<file path="src/rtl/uart_pkg.sv">
`timescale 1ns/1ps
// uart_pkg: definitions shared by the UART transmitter and receiver
// (frame state encoding, frame geometry and line idle level).
package uart_pkg;

    typedef enum logic [1:0] {
        IDLE  = 2'd0,
        START = 2'd1,
        DATA  = 2'd2,
        STOP  = 2'd3
    } uart_state_e;

    localparam int   DATA_BITS  = 8;
    localparam int   FRAME_BITS = 10;
    localparam logic IDLE_LEVEL = 1'b1;

endpackage

</file>
<file path="src/rtl/uart_tx_if.sv">
`timescale 1ns/1ps
// uart_tx_if: producer-side byte handshake plus the serial line and status
// of one UART transmitter.
interface uart_tx_if;
    import uart_pkg::*;

    logic [DATA_BITS-1:0] tx_data;
    logic                 tx_valid;
    logic                 tx_ready;
    logic                 serial_out;
    logic                 tx_busy;
    logic                 tx_done;

    modport master (
        output tx_data,
        output tx_valid,
        input  tx_ready,
        input  serial_out,
        input  tx_busy,
        input  tx_done
    );

    modport slave (
        input  tx_data,
        input  tx_valid,
        output tx_ready,
        output serial_out,
        output tx_busy,
        output tx_done
    );
endinterface

</file>
<file path="src/rtl/uart_bit_timer.sv">
`timescale 1ns/1ps
// uart_bit_timer: counts system clocks within one serial bit and flags the
// last cycle of every bit period; clear parks the count at zero.
module uart_bit_timer #(
    parameter int CLKS_PER_BIT = 8
) (
    input  logic clk,
    input  logic rst,
    input  logic clear,
    output logic bit_end
);
    localparam int               CNT_W    = (CLKS_PER_BIT > 1) ? $clog2(CLKS_PER_BIT) : 1;
    localparam logic [CNT_W-1:0] CNT_LAST = CNT_W'(CLKS_PER_BIT - 1);
    localparam logic [CNT_W-1:0] CNT_ZERO = {CNT_W{1'b0}};
    localparam logic [CNT_W-1:0] CNT_ONE  = CNT_W'(1);

    logic [CNT_W-1:0] cnt_r;

    assign bit_end = (cnt_r == CNT_LAST);

    // Per-bit clock counter, wrapping at each bit boundary.
    always_ff @(posedge clk or posedge rst) begin
        if (rst) begin
            cnt_r <= CNT_ZERO;
        end else if (clear) begin
            cnt_r <= CNT_ZERO;
        end else if (bit_end) begin
            cnt_r <= CNT_ZERO;
        end else begin
            cnt_r <= cnt_r + CNT_ONE;
        end
    end
endmodule

</file>
<file path="src/rtl/uart_tx.sv">
`timescale 1ns/1ps
// uart_tx: 8N1 serial transmitter with a one-byte holding register so that a
// queued byte follows the previous stop bit with no idle gap.
module uart_tx
    import uart_pkg::*;
#(
    parameter int CLKS_PER_BIT = 8
) (
    input  logic     clk,
    input  logic     rst,
    uart_tx_if.slave bus
);
    uart_state_e          state_r;
    uart_state_e          state_s;
    logic [DATA_BITS-1:0] hold_r;
    logic [DATA_BITS-1:0] shift_r;
    logic                 full_r;
    logic [2:0]           bit_idx_r;
    logic                 serial_r;
    logic                 busy_r;
    logic                 done_r;
    logic                 accept_s;
    logic                 load_s;
    logic                 line_s;
    logic                 bit_end_s;
    logic                 timer_clr_s;

    assign accept_s    = bus.tx_valid && !full_r;
    assign timer_clr_s = (state_r == IDLE);

    uart_bit_timer #(
        .CLKS_PER_BIT(CLKS_PER_BIT)
    ) u_bit_timer (
        .clk    (clk),
        .rst    (rst),
        .clear  (timer_clr_s),
        .bit_end(bit_end_s)
    );

    // Frame state register.
    always_ff @(posedge clk or posedge rst) begin
        if (rst) begin
            state_r <= IDLE;
        end else begin
            state_r <= state_s;
        end
    end

    // Next state, holding-register load strobe and the line level of this state.
    always_comb begin
        state_s = state_r;
        load_s  = 1'b0;
        line_s  = IDLE_LEVEL;
        case (state_r)
            IDLE: begin
                line_s = IDLE_LEVEL;
                if (full_r) begin
                    load_s  = 1'b1;
                    state_s = START;
                end else begin
                    state_s = IDLE;
                end
            end
            START: begin
                line_s = ~IDLE_LEVEL;
                if (bit_end_s) begin
                    state_s = DATA;
                end else begin
                    state_s = START;
                end
            end
            DATA: begin
                line_s = shift_r[0];
                if (bit_end_s && (bit_idx_r == 3'd7)) begin
                    state_s = STOP;
                end else begin
                    state_s = DATA;
                end
            end
            STOP: begin
                line_s = IDLE_LEVEL;
                if (bit_end_s && full_r) begin
                    load_s  = 1'b1;
                    state_s = START;
                end else if (bit_end_s) begin
                    state_s = IDLE;
                end else begin
                    state_s = STOP;
                end
            end
            default: begin
                line_s  = IDLE_LEVEL;
                state_s = IDLE;
            end
        endcase
    end

    // Holding register; an accept wins over a load so a fresh byte stays queued.
    always_ff @(posedge clk or posedge rst) begin
        if (rst) begin
            hold_r <= 8'h00;
            full_r <= 1'b0;
        end else if (accept_s) begin
            hold_r <= bus.tx_data;
            full_r <= 1'b1;
        end else if (load_s) begin
            full_r <= 1'b0;
        end else begin
            full_r <= full_r;
        end
    end

    // Data shifter and data-bit index, LSB first.
    always_ff @(posedge clk or posedge rst) begin
        if (rst) begin
            shift_r   <= 8'h00;
            bit_idx_r <= 3'd0;
        end else if (load_s) begin
            shift_r   <= hold_r;
            bit_idx_r <= 3'd0;
        end else if ((state_r == DATA) && bit_end_s) begin
            shift_r   <= {1'b0, shift_r[DATA_BITS-1:1]};
            bit_idx_r <= bit_idx_r + 3'd1;
        end else begin
            shift_r   <= shift_r;
            bit_idx_r <= bit_idx_r;
        end
    end

    // Line, busy and done are all registered from the current state so they
    // stay cycle-aligned with each other, one clock behind the state register.
    always_ff @(posedge clk or posedge rst) begin
        if (rst) begin
            serial_r <= IDLE_LEVEL;
            busy_r   <= 1'b0;
            done_r   <= 1'b0;
        end else begin
            serial_r <= line_s;
            busy_r   <= (state_r != IDLE);
            done_r   <= (state_r == STOP) && bit_end_s;
        end
    end

    assign bus.tx_ready   = ~full_r;
    assign bus.serial_out = serial_r;
    assign bus.tx_busy    = busy_r;
    assign bus.tx_done    = done_r;
endmodule
</file>
<file path="src/flat_wrapper.sv">
// flat-port wrapper written by rule: the top's interface ports become plain ports
module uart_tx_flat import uart_pkg::*;
#(
    parameter int CLKS_PER_BIT = 8
)
  (clk, rst, bus_tx_data, bus_tx_valid, bus_tx_ready, bus_serial_out, bus_tx_busy, bus_tx_done);
  uart_tx_if bus_i ();
  input  logic clk;
  input  logic rst;
  input wire logic [$bits(bus_i.tx_data)-1:0] bus_tx_data;
  input wire logic [$bits(bus_i.tx_valid)-1:0] bus_tx_valid;
  output wire logic [$bits(bus_i.tx_ready)-1:0] bus_tx_ready;
  output wire logic [$bits(bus_i.serial_out)-1:0] bus_serial_out;
  output wire logic [$bits(bus_i.tx_busy)-1:0] bus_tx_busy;
  output wire logic [$bits(bus_i.tx_done)-1:0] bus_tx_done;
  assign bus_i.tx_data = bus_tx_data;
  assign bus_i.tx_valid = bus_tx_valid;
  assign bus_tx_ready = bus_i.tx_ready;
  assign bus_serial_out = bus_i.serial_out;
  assign bus_tx_busy = bus_i.tx_busy;
  assign bus_tx_done = bus_i.tx_done;
  uart_tx #(.CLKS_PER_BIT(CLKS_PER_BIT)) u_core (.clk(clk), .rst(rst), .bus(bus_i));
endmodule
</file>
<file path="config.mk">
export PLATFORM = sky130hd
export DESIGN_NAME = uart_tx_flat
export DESIGN_NICKNAME = d
export VERILOG_FILES = /design/src/rtl/uart_pkg.sv /design/src/rtl/uart_tx_if.sv /design/src/rtl/uart_bit_timer.sv /design/src/rtl/uart_tx.sv /design/src/flat_wrapper.sv
export SDC_FILE = /design/constraint.sdc
export NUM_CORES = 1
export LEC_CHECK = 0
export BUFFER_PORTS_ARGS = -buffer_cell sky130_fd_sc_hd__buf_2
export CAP_MARGIN = 20
export CORE_MARGIN = 10
export CORE_UTILIZATION = 30
export CTS_BUF_LIST = sky130_fd_sc_hd__clkbuf_8 sky130_fd_sc_hd__clkbuf_16
export DETAILED_ROUTE_END_ITERATION = 6
export HOLD_SLACK_MARGIN = 0.05
export PLACE_DENSITY = 0.43
export SYNTH_ARGS = -nofsm -noshare
export SYNTH_HDL_FRONTEND = slang
export SYNTH_SLANG_ARGS = --single-unit
export TNS_END_PERCENT = 1
</file>
<file path="constraint.sdc">
create_clock -name clk -period 1.89 [get_ports clk]
set_input_delay 0.189 -clock clk [delete_from_list [all_inputs] [get_ports clk]]
set_output_delay 0.189 -clock clk [all_outputs]
set_load 0.03 [all_outputs]
</file>
==> flow_metrics.env <==
export IMPL_cts_tree="yes"
export IMPL_die_area_um2=7480
export IMPL_critPathBufInv=1
export IMPL_p_int_mw=1.44
export IMPL_grt_antenna_before_repair=0
export IMPL_hold_end="u_core.hold_r[7]"
export IMPL_reg2reg_slack_ns=0.09
export IMPL_rows=24
export IMPL_leakagePower_nw=0.763
export IMPL_cts_buffers=3
export IMPL_synth_edf_count=0
export IMPL_portBuffers=14
export IMPL_seqPwrFrac=0.472
export IMPL_path_clk_slew_ns=0.09
export IMPL_yosysUniqueCellTypes=25
export IMPL_final_cell_mix="27 x dfrtp_1, 15 x mux2_2, 14 x buf_2, 11 x ha_1"
export IMPL_reg2reg_to="u_core.shift_r[1]"
export IMPL_rr_worst_depth=6
export IMPL_first_global_vias=820
export IMPL_root_buffer="clkbuf_8"
export IMPL_peakVddDrop_v=0.000434
export IMPL_worst_slew_pin_slew_ns=0.349
export IMPL_place_congestion=0.746
export IMPL_drv_cap=0
export IMPL_n_fill_cell=473
export IMPL_regArea_um2=702
export IMPL_multi_input_area_um2=578
export IMPL_cts_buffer_depth=2
export IMPL_first_iter_violations=7
export IMPL_syn_instance_count=102
export IMPL_num_vias=789
export IMPL_cts_sinks=28
export IMPL_fmax_mhz=557
export IMPL_total_power_mw=2.06
export IMPL_clkPwrFrac=0.180
export IMPL_synth_area_um2=1330
export IMPL_setup_tns_ns=0
export IMPL_finalMaxSlewViolations=0
export IMPL_grt_overflow=0
export IMPL_post_route_cells_drive_above_1_share=0.392
export IMPL_reg2reg_from="u_core.u_bit_timer.cnt_r[0]"
export IMPL_synth_yosys_seq_area_share=0.530
export IMPL_syn_area_per_cell_um2=13.0
export IMPL_path_class="reg -> reg"
export IMPL_period_share=0.950
export IMPL_power_switching_mw=0.619
export IMPL_final_common_cell="dfrtp_1"
export IMPL_pwr_density_cell_nw_per_um2=1320
export IMPL_ys_seq_elements=28
export IMPL_wirelength_um=2220
export IMPL_grt_max_degree=29
export IMPL_grt_pass1_wl_um=3820
export IMPL_synth_area_top_cells="dfrtp_1 51%, mux2_2 13%, ha_1 10%"
export IMPL_hp_start="bus_tx_data[7]"
export IMPL_syn2layout_area_growth_pct=17.7
export IMPL_swShare=0.301
export IMPL_grt_setup_unrepaired="no"
export IMPL_critical_path_max_stage_delay_ns=0.39
export IMPL_crit_required_ns=2.06
export IMPL_viasPerCell=4.46
export IMPL_final_hold_viol_count=0
export IMPL_clock_skew_ns=0.00281
export IMPL_ant_nets=0
export IMPL_ios=15
export IMPL_fin_nets=148
export IMPL_start_util=0.306
export IMPL_die_h_um=86.5
export IMPL_synth_top_area_cell="dfrtp_1"
export IMPL_clk_latency_ns=0.27
export IMPL_track_usage=0.0631
export IMPL_core_area_um2=4320
export IMPL_combPwrFrac=0.348
export IMPL_finalSetupViolCount=0
export IMPL_synthArstFlopShare=1.00
export IMPL_htree_levels=1
export IMPL_startpoint_type="flip-flop"
export IMPL_worst_setup_path_end_kind="flip-flop"
export IMPL_fin_crit_ns=1.80
export IMPL_slew_headroom=0.767
export IMPL_path_cells="ha_1, ha_1, nand2_2, buf_4, mux2_4, mux2_2"
export IMPL_crit_path_top_delay_cell="dfrtp_1"
export IMPL_ys_warn_count=0
export IMPL_synth_top_area_frac=0.510
export IMPL_crit_arrival_ns=1.96
export IMPL_cpMostUsedCell="ha_1"
export IMPL_synth_fp_nets=124
export IMPL_crit_fanout=6
export IMPL_firstDrtPassIters=4
export IMPL_synthFlopType="dfrtp_1"
export IMPL_dieWidth_um=86.5
export IMPL_hold_path_depth=3
export IMPL_wire_per_inst_um=12.5
export IMPL_drc=0
export IMPL_path_delay_family="multiplexers"
export IMPL_antenna_cells=0
export IMPL_hpwl_um=1680
export IMPL_status="finished clean"
export IMPL_min_path_type="in -> reg"
==> registers in the layout (all words and copies together) (netlist names) <==
| register | count |
|---|---|
| u_core.bus.serial_out | 1 |
| u_core.shift_r | 8 |
| u_core.bus.tx_done | 1 |
| u_core.full_r | 1 |
| u_core.u_bit_timer.cnt_r | 3 |
| u_core.hold_r | 8 |
| u_core.bus.tx_busy | 1 |
| u_core.state_r | 2 |
| u_core.bit_idx_r | 3 |
==> routing by layer <==
metal / part of all wire / GRT usage / vias to the layer above
li1: - / - / 392
met1: 0.50 / 0.0794 / 380
met2: 0.45 / 0.0946 / 13
met3: 0.038 / 0.0206 / 4
met4: 0.017 / 0.0309 / 0
met5: 0 / 0 / -
==> tightest hold or removal path: stages <==
cell	delay, ns
buf_2	0.07
nand2_1	0.04
o21ai_0	0.06
==> metrics by stage <==
stage                     area, µm²  utilization  instances  hold slack (ns)  setup WS [ns]
after floorplan                1330            -        102            0.254          0.160
after global placement         1490        0.345        172            0.276          0.106
after detailed placement       1490        0.345        172            0.283         0.0926
after CTS                      1560        0.360        177            0.113         0.0727
after global routing           1560        0.361        177            0.136        0.00143
final                          1560        0.361        177            0.122         0.0944
==> power groups by stage <==
stage          sequential, mW  combinational, mW  clock (mW)
2_1_floorplan           0.998              0.536           0
3_3_place_gp            0.988              0.706           0
3_5_place_dp            0.992              0.721           0
4_1_cts                 0.979              0.728       0.391
5_1_grt                  1.01              0.809       0.407
6_report                0.970              0.715       0.371
==> cell families after synthesis <==
kind of cell	after synthesis	share of synthesized area
buffers and inverters	9	0.0340
adders and majority gates	11	0.104
DFF	28	0.530
AOI/OAI and AO/OA	10	0.0425
and+or+nand+nor	21	0.0803
muxes	22	0.203
xor gates and xnor gates	1	0.00661
==> cells in the mapped netlist (2+ instances only) <==
cell type and number:
a21oi_1 6, dfrtp_1 27, ha_1 11, inv_1 6
mux2_2 15, mux2_4 6, nand2_1 6, nand3_1 2
nor2_1 5, nor2b_1 2, o21ai_0 2
==> what timing repair did <==
| action | in CTS | in global routing |
|---|---|---|
| gates resized for setup | 0 | 1 |
| endpoints found under the setup margin | 0 | 3 |
| hold endpoints to repair | 27 | 0 |
| hold buffers | 1 | 0 |
| buffers inserted | 0 | 0 |
==> final cells by class <==
| type | count | area share |
|---|---|---|
| multi-input combinational | 65 | 0.371 |
| clock buffer | 4 | 0.0353 |
| tap | 52 | 0.0417 |
| sequential | 28 | 0.450 |
| inverter | 6 | 0.0144 |
| timing repair buffer | 22 | 0.0875 |
==> worst max-delay path by stage <==
stage / start / end / slack (ns) / cells after the start
finish: u_core.u_bit_timer.cnt_r[0] / u_core.shift_r[1] / 0.09 / 6
global route: u_core.u_bit_timer.cnt_r[0] / u_core.shift_r[3] / 0.001 / 6
CTS: u_core.u_bit_timer.cnt_r[0] / u_core.shift_r[1] / 0.07 / 6
detailed placement: u_core.u_bit_timer.cnt_r[0] / u_core.shift_r[4] / 0.09 / 6
global placement: u_core.u_bit_timer.cnt_r[0] / u_core.shift_r[1] / 0.11 / 6
floorplan: u_core.u_bit_timer.cnt_r[0] / u_core.shift_r[5] / 0.16 / 6
(Power assumes the default switching activity.)
